## src/rtl/display_scan_ctrl_if.sv

```systemverilog
// Segment/anode scan bus for display_scan_ctrl: the host side drives enable and load
// data, and the controller side returns the digit drives and status.
interface display_scan_ctrl_if #(
  parameter int unsigned NUM_DIGITS = 4
);
  logic                    en;
  logic                    load;
  logic [4*NUM_DIGITS-1:0] data_in;
  logic [NUM_DIGITS-1:0]   an;
  logic [6:0]              seg;
  logic                    frame_done;
  logic                    busy;

  modport master (
    output en, load, data_in,
    input  an, seg, frame_done, busy
  );

  modport slave (
    input  en, load, data_in,
    output an, seg, frame_done, busy
  );
endinterface

```

## src/rtl/display_scan_ctrl.sv

```systemverilog
// Time-multiplexed seven-segment scan controller with double-buffered, frame-aligned updates.
// Define DISPLAY_LZ_BLANK_EN to blank leading-zero digits (digit 0 is always shown).
module display_scan_ctrl #(
  parameter int unsigned NUM_DIGITS   = 4,
  parameter int unsigned REFRESH_CNT  = 80000,
  parameter int unsigned BLANK_CYCLES = 2
) (
  input logic                clk,
  input logic                rst,
  display_scan_ctrl_if.slave bus
);

  localparam int unsigned CntMax    = (REFRESH_CNT > BLANK_CYCLES) ? REFRESH_CNT : BLANK_CYCLES;
  localparam int unsigned CntW      = $clog2(CntMax + 1);
  localparam int unsigned IdxW      = (NUM_DIGITS > 2) ? $clog2(NUM_DIGITS) : 1;
  localparam int unsigned BlankLast = (BLANK_CYCLES > 0) ? BLANK_CYCLES - 1 : 0;
  localparam int unsigned DataW     = 4 * NUM_DIGITS;

  typedef enum logic [1:0] {StIdle, StBlank, StDrive} state_e;

  // With no dead-time every slot starts directly in DRIVE.
  localparam state_e StartSt = (BLANK_CYCLES > 0) ? StBlank : StDrive;

  state_e            state_q;
  logic [CntW-1:0]   cnt_q;
  logic [IdxW-1:0]   idx_q;
  logic [DataW-1:0]  active_q;
  logic [DataW-1:0]  shadow_q;
  logic              pending_q;
  logic              frame_done_q;

  logic              slot_end;
  logic              last_digit;
  logic              frame_edge;
  logic [3:0]        nib [NUM_DIGITS];
  logic              lz_blank;

  function automatic logic [6:0] hex7(input logic [3:0] v);
    case (v)
      4'h0:    hex7 = 7'h40;
      4'h1:    hex7 = 7'h79;
      4'h2:    hex7 = 7'h24;
      4'h3:    hex7 = 7'h30;
      4'h4:    hex7 = 7'h19;
      4'h5:    hex7 = 7'h12;
      4'h6:    hex7 = 7'h02;
      4'h7:    hex7 = 7'h78;
      4'h8:    hex7 = 7'h00;
      4'h9:    hex7 = 7'h10;
      4'hA:    hex7 = 7'h08;
      4'hB:    hex7 = 7'h03;
      4'hC:    hex7 = 7'h46;
      4'hD:    hex7 = 7'h21;
      4'hE:    hex7 = 7'h06;
      default: hex7 = 7'h0E;
    endcase
  endfunction

  assign slot_end   = (state_q == StDrive) && (cnt_q == CntW'(REFRESH_CNT - 1));
  assign last_digit = (idx_q == IdxW'(NUM_DIGITS - 1));
  assign frame_edge = slot_end && last_digit;

  always_comb begin
    for (int i = 0; i < NUM_DIGITS; i++) begin
      nib[i] = active_q[4*i +: 4];
    end
  end

`ifdef DISPLAY_LZ_BLANK_EN
  logic [NUM_DIGITS-1:0] zero_from;

  // zero_from[i]: nibbles i..NUM_DIGITS-1 are all zero.
  always_comb begin
    logic z;
    z = 1'b1;
    for (int i = NUM_DIGITS - 1; i >= 0; i--) begin
      z            = z && (nib[i] == 4'h0);
      zero_from[i] = z;
    end
  end

  assign lz_blank = (idx_q != '0) && zero_from[idx_q];
`else
  assign lz_blank = 1'b0;
`endif

  always_ff @(posedge clk) begin
    if (!rst) begin
      state_q      <= StIdle;
      cnt_q        <= '0;
      idx_q        <= '0;
      active_q     <= '0;
      shadow_q     <= '0;
      pending_q    <= 1'b0;
      frame_done_q <= 1'b0;
    end else begin
      frame_done_q <= 1'b0;
      case (state_q)
        StIdle: begin
          if (bus.en) begin
            state_q <= StartSt;
            idx_q   <= '0;
            cnt_q   <= '0;
          end
        end
        StBlank: begin
          if (cnt_q == CntW'(BlankLast)) begin
            state_q <= StDrive;
            cnt_q   <= '0;
          end else begin
            cnt_q <= cnt_q + 1'b1;
          end
        end
        StDrive: begin
          if (slot_end) begin
            cnt_q <= '0;
            if (last_digit) begin
              idx_q        <= '0;
              frame_done_q <= 1'b1;
            end else begin
              idx_q <= idx_q + 1'b1;
            end
            state_q <= bus.en ? StartSt : StIdle;
          end else begin
            cnt_q <= cnt_q + 1'b1;
          end
        end
        default: state_q <= StIdle;
      endcase

      // A load on the boundary edge is newer than anything in the shadow, so it wins.
      if (frame_edge) begin
        if (bus.load) begin
          active_q  <= bus.data_in;
          pending_q <= 1'b0;
        end else if (pending_q) begin
          active_q  <= shadow_q;
          pending_q <= 1'b0;
        end
      end else if (bus.load) begin
        if (state_q == StIdle) begin
          active_q  <= bus.data_in;
          pending_q <= 1'b0;
        end else begin
          shadow_q  <= bus.data_in;
          pending_q <= 1'b1;
        end
      end
    end
  end

  always_comb begin
    bus.an  = '1;
    bus.seg = 7'h7F;
    if (state_q == StDrive && !lz_blank) begin
      bus.an  = ~(NUM_DIGITS'(1) << idx_q);
      bus.seg = hex7(nib[idx_q]);
    end
  end

  assign bus.frame_done = frame_done_q;
  assign bus.busy       = (state_q != StIdle);

endmodule

```

## src/flat_wrapper.sv

```systemverilog
// flat-port wrapper written by rule: the top's interface ports become plain ports
module display_scan_ctrl_flat 
#(
  parameter int unsigned NUM_DIGITS   = 4,
  parameter int unsigned REFRESH_CNT  = 80000,
  parameter int unsigned BLANK_CYCLES = 2
)
  (clk, rst, bus_en, bus_load, bus_data_in, bus_an, bus_seg, bus_frame_done, bus_busy);
  display_scan_ctrl_if #(.NUM_DIGITS(NUM_DIGITS)) bus_i ();
  input logic clk;
  input logic rst;
  input wire logic [$bits(bus_i.en)-1:0] bus_en;
  input wire logic [$bits(bus_i.load)-1:0] bus_load;
  input wire logic [$bits(bus_i.data_in)-1:0] bus_data_in;
  output wire logic [$bits(bus_i.an)-1:0] bus_an;
  output wire logic [$bits(bus_i.seg)-1:0] bus_seg;
  output wire logic [$bits(bus_i.frame_done)-1:0] bus_frame_done;
  output wire logic [$bits(bus_i.busy)-1:0] bus_busy;
  assign bus_i.en = bus_en;
  assign bus_i.load = bus_load;
  assign bus_i.data_in = bus_data_in;
  assign bus_an = bus_i.an;
  assign bus_seg = bus_i.seg;
  assign bus_frame_done = bus_i.frame_done;
  assign bus_busy = bus_i.busy;
  display_scan_ctrl #(.NUM_DIGITS(NUM_DIGITS), .REFRESH_CNT(REFRESH_CNT), .BLANK_CYCLES(BLANK_CYCLES)) u_core (.clk(clk), .rst(rst), .bus(bus_i));
endmodule
```

## config.mk

```make
export PLATFORM = sky130hd
export DESIGN_NAME = display_scan_ctrl_flat
export DESIGN_NICKNAME = d
export VERILOG_FILES = /design/src/rtl/display_scan_ctrl_if.sv /design/src/rtl/display_scan_ctrl.sv /design/src/flat_wrapper.sv
export SDC_FILE = /design/constraint.sdc
export NUM_CORES = 1
export LEC_CHECK = 0
export CAP_MARGIN = 20
export CORE_ASPECT_RATIO = 0.9
export CORE_MARGIN = 2
export CORE_UTILIZATION = 53
export CTS_BUF_LIST = sky130_fd_sc_hd__clkbuf_8
export CTS_CLUSTER_DIAMETER = 60
export DETAILED_ROUTE_END_ITERATION = 7
export HOLD_SLACK_MARGIN = 0.15
export PLACE_DENSITY_LB_ADDON = 0.12
export SLEW_MARGIN = 20
export SYNTH_ARGS = -nofsm -noshare
export SYNTH_HDL_FRONTEND = slang
export SYNTH_SLANG_ARGS = --single-unit
```

## constraint.sdc

```tcl
create_clock -name clk -period 2.5 [get_ports clk]
set_clock_uncertainty 0.15 [all_clocks]
set_input_delay 0.5 -clock clk [delete_from_list [all_inputs] [get_ports clk]]
set_output_delay 0.5 -clock clk [all_outputs]
set_load 0.005 [all_outputs]
```

# ---- After elaboration in Yosys (flattened, before gate mapping)
# Memories as Yosys holds them, arrays and structs flattened.
# Cells that the tools add are included.
dict set report classes {
  muxes 25
  shifts 1
  n_reduce_logical 16
  n_bitwise 5
  eq_ne 8
  addsub 2
  order_cmp 1
}
# op n
set ops {}
lappend ops {{$mux W16} 5}
lappend ops {{$mux W17} 3}
lappend ops {{$pmux W17 S3} 1}
lappend ops {{$add A17 B1 Y17 const B} 1}
lappend ops {{$eq A17 B1 Y1 const B} 1}
lappend ops {{$eq A17 B17 Y1 const B} 1}
lappend ops {{$reduce_and A3 Y1} 5}
lappend ops {{$mux W2} 6}
lappend ops {{$mux W4} 3}
lappend ops {{$reduce_bool A2 Y1} 5}
lappend ops {{$bmux W4 S2} 1}
lappend ops {{$mux W7} 1}
lappend ops {{$pmux W2 S3} 1}
lappend ops {{$eq A2 B2 Y1 const B} 2}
lappend ops {{$ne A2 B1 Y1 const B} 2}
lappend ops {{$not A4 Y4} 1}
lappend ops {{$pmux W2 S2} 1}
lappend ops {{$shl A1 B2 Y4 const A} 1}
lappend ops {{$ge A3 B3 Y1 const B} 1}
lappend ops {{$mux W1} 3}
lappend ops {{$not A1 Y1} 3}
lappend ops {{$not A2 Y3} 1}
lappend ops {{$reduce_bool A3 Y1} 1}
lappend ops {{$add A2 B1 Y2 const B} 1}
lappend ops {{other kinds (6)} 7}
dict set report word_totals {
  output_inout_bits 13
  romBits 112
  regBits 55
  inputBits 20
  memories 1
}
# memory depth word_bits read_ports rd_clocked_by_memory_dff wr line_no
set memory_table {}
lappend memory_table {{(name not given)} 16 7 1 0 0 display_scan_ctrl.sv:39} ;# case (v)

# ---- Depth between registers and ports, before layout
# An unclocked memory read counts as a cell.
dict set report logic_depth {
  word_depth 6
  depth_mapped 9
  ltp_nobuf 7
}

# ---- Worst setup path before layout
# No wires, ideal clock.
dict set report synth_path {
  path_type {reg-to-output}
  start {register u_core.idx_q[1]}
  end {output port bus_seg[0]}
  setup_slack_ns -0.049
  arrival_time_ns 1.899
  stages_incl_launch_ff 8
  required_time_ns 1.850
  path_buffers 1
  cell_sequence {dfxtp_1 clkbuf_1 mux4_2 inv_1 ha_1 nor2b_1 a21oi_1 o211ai_1}
}
dict set report synth_via {
  elab_chain_cells 6
}
# item line_no
set synth_lines {}
lappend synth_lines {{start, declared} display_scan_ctrl.sv:26} ;# logic [IdxW-1:0] idx_q;
lappend synth_lines {{start signal, assigned} display_scan_ctrl.sv:121} ;# idx_q <= idx_q + 1'b1;
lappend synth_lines {{$not A2 Y3 (implied by the code)} display_scan_ctrl.sv:157} ;# bus.seg = hex7(nib[idx_q]);
lappend synth_lines {{$bmux W4 S2} display_scan_ctrl.sv:157}
lappend synth_lines {{$mux W4 (implied by the code) (2 in a row)} display_scan_ctrl.sv:157}
lappend synth_lines {{$mem_v2 Z16 W7} -}
lappend synth_lines {{$mux W7} display_scan_ctrl.sv:155} ;# if (state_q == StDrive && !lz_blank) begin
lappend synth_lines {{end, declared} flat_wrapper.sv:16} ;# output wire logic [$bits(bus_i.seg)-1:0] bus_seg;
# Every way passes these cells. The select of a mux whose other input is x is not followed.

# ---- Worst setup path after layout
# Same ends and word-level chain as after synthesis.

==> results_dict.tcl <==
set metrics [dict create \
    period_share_pct 110 \
    synth_simple_gate_area_share_pct 16.0 \
    async_flop_share_pct 0 \
    tns_ns -1.36 \
    synth_area_leader_cell "dfxtp_1" \
    ys_top_cells_by_area "dfxtp_1 (36%), mux2i_1 (11%), ha_1 (6.5%)" \
    synth_xor_area_share_pct 4.24 \
    synth_most_common_cell "dfxtp_1" \
    yosysUniqueCellTypes 50 \
    die_y_um 76.5 \
    setup_viol 7 \
    yosys-top-cells-count "dfxtp_1 (55), mux2i_1 (35), a21oi_1 (23)" \
    core_mm2 0.00566 \
    die_w_um 84.6 \
    p_sw_w 0.00106 \
    routed_via_density 6.02 \
    syn_inst 332 \
    synth.avg_cell_area_um2 9.32 \
    vias 2757 \
    drt_first_pass_iters 4 \
    clock_path_buffers 2 \
    ys_ff_latch 55 \
    grt_overflow 0 \
    grtUsageTotal_pct 23.8 \
    violations "setup timing" \
    power_frac_comb_pct 43.0 \
    required_ns 1.85 \
    netlist_area_mm2 0.00310 \
    hold_violations 0 \
    synth_top_cell_area_share_pct 35.6 \
    insertion_delay_ns 0.32 \
    p_leak_nw 1.39 \
    multi_input_area_mm2 0.00198 \
    synth-seq-area-share_pct 35.6 \
    port_buffers 32 \
    slew_headroom_pct 60.6 \
    synth_compound_area_share_pct 18.8 \
    drv_slew 0 \
    die_area_mm2 0.00647 \
    grt_pass1_wl_um 12600 \
    arrival_ns 2.09 \
    drive_gt1_share_pct 23.5 \
    route.detailed.drc 0 \
    wl_per_cell_um 16.5 \
    antennaDiodeCount 0 \
    num_rows 26 \
    ios 33 \
    path_clk_slew_ns 0.12 \
    whs_ns 0.339 \
    pwr-share-clk_pct 19.2 \
    cts_inserted_buffers 5 \
    initial_core_util_pct 54.7 \
    synth-main-ff-cell "dfxtp_1" \
    hold_class "reg -> reg" \
    synth_edf_count 0 \
    rsz0062_at_grt "yes" \
    swShare_pct 37.0 \
    fin_nets 423 \
    status "finished with violations" \
    setup_ws_ns -0.239 \
    end_kind "output port" \
    period_minus_slack_ns 2.74 \
    grt_max_degree 33 \
    synth_mux_area_share_pct 14.2 \
    ys_warn_count 0 \
    fillCellCount 458 \
    dp.final_hpwl_um 4760 \
    cts.sinks 55 \
    seq_power_share_pct 37.8 \
    cts_max_level 2 \
    grt_antenna_before_repair 0 \
    syn_nets 368 \
    synthAdderAreaFrac_pct 6.47 \
    ant_nets 0 \
    drt_wl_total_um 7550 \
    grt_pass1_vias 2500 \
    area_growth_pct 29.7 \
    cap_violations 0 \
    p_int_w 0.00180 \
    tritoncts "built" \
    fmax_mhz 365 \
    tightest_slew_ns 0.589 \
    fin_area_mm2 0.00401 \
    crit_type "reg -> out" \
    gp_congestion 0.843 \
    seq_area_mm2 0.00111 \
    cp-start-kind "flop" \
    dpl-instance-area_mm2 0.00366 \
    clockRootBuffer "clkbuf_8" \
    ir_worst_vdd_uv 498 \
    critPathMaxFanout 7 \
    power_density_mw_per_mm2 712 \
    synth_top_family_by_area "compound AO/OA/AOI/OAI gates" \
    drt_iter0_drc 182 \
    finalPower_w 0.00286 \
]
## power by group through the flow
stage | clock network (W) | registers, W | logic [W]
floorplan | 0 | 0.00106 | 0.000661
global placement | 0 | 0.00109 | 0.000991
detailed placement | 0 | 0.00109 | 0.00101
CTS | 0.000558 | 0.00108 | 0.00114
global route | 0.000587 | 0.00109 | 0.00134
finish | 0.000549 | 0.00108 | 0.00123
## through the flow
step	util, %	instances	setup WS, ns
2_1_floorplan	-	332	0.0602
3_3_place_gp	64.7	436	-0.315
3_5_place_dp	64.7	436	-0.369
4_1_cts	70.0	456	-0.233
5_1_grt	70.9	458	-0.337
6_report	70.9	458	-0.239
## per-layer routing
layer | global-route usage, % | up-vias | share of wire [%]
met4 | 5.71 | 0 | 1.5
li1 | - | 1354 | -
met3 | 4.33 | 12 | 5.4
met5 | 0 | - | 0
met2 | 36.1 | 86 | 45
met1 | 35.2 | 1305 | 49
## path summary, 6_finish.rpt
kind	startpoint	to	slack [ns]	cells after the start
worst min-delay path	u_core.state_q[1]$_SDFFE_PN0P_	u_core.state_q[1]$_SDFFE_PN0P_	0.34	2
worst max register to register	u_core.cnt_q[0]$_SDFFE_PN0P_	u_core.idx_q[0]$_SDFFE_PN0P_	0.15	6
worst max-delay path	u_core.idx_q[1]$_SDFFE_PN0P_	bus_seg[0]	-0.24	7
worst min register to register	u_core.state_q[1]$_SDFFE_PN0P_	u_core.state_q[1]$_SDFFE_PN0P_	0.34	2
## logic make-up after synthesis
kind of cell	Yosys count
AOI/OAI and AO/OA	84
xor gates and xnor gates	15
DFF	55
buffers and inverters	36
muxes	39
and+or+nand+nor	87
adders and majority gates	16
## layout make-up
| class | instances | share of cell area, % |
|---|---|---|
| multi-input combinational | 242 | 49.4 |
| sequential | 55 | 27.7 |
| timing repair buffer | 71 | 17.0 |
| tap | 70 | 2.18 |
| clock buffer | 5 | 1.71 |
| inverter | 12 | 1.18 |
| clock inverter | 3 | 0.842 |
## critical path, stage by stage, from the launching register on
cell and delay (ns):
dfxtp_4 0.38, buf_6 0.14, mux4_2 0.51, buf_4 0.16, buf_4 0.14, o211ai_1 0.20
o211ai_1 0.12, buf_2 0.14
## what timing repair did
item,in CTS,in global routing
endpoints found under the setup margin,8,12
setup buffers,11,2
cloned,1,0
resized for setup,66,10
pin swaps,13,8
hold buffers,0,0
## registers in the layout (all words and copies together) (netlist names)
register and flops:
u_core.idx_q 2, u_core.bus.frame_done 1, u_core.pending_q 1, u_core.cnt_q 17, u_core.state_q 2, u_core.shadow_q 16, u_core.active_q 16
## placed cells by master (no fill, tap or decap), types with 10 or more instances in the layout
cell             Yosys  routed
buf_6                1      10
a311oi_1            16      16
mux2i_1             35      35
xor2_1              10      10
a211oi_1            17      16
ha_1                16      10
buf_4                0      24
a21oi_1             23      20
clkdlybuf4s50_1      0      24
nor2_1              22      22
nand2_1             21      20
dfxtp_1             55      51
Power figures use the tool's default switching activity.
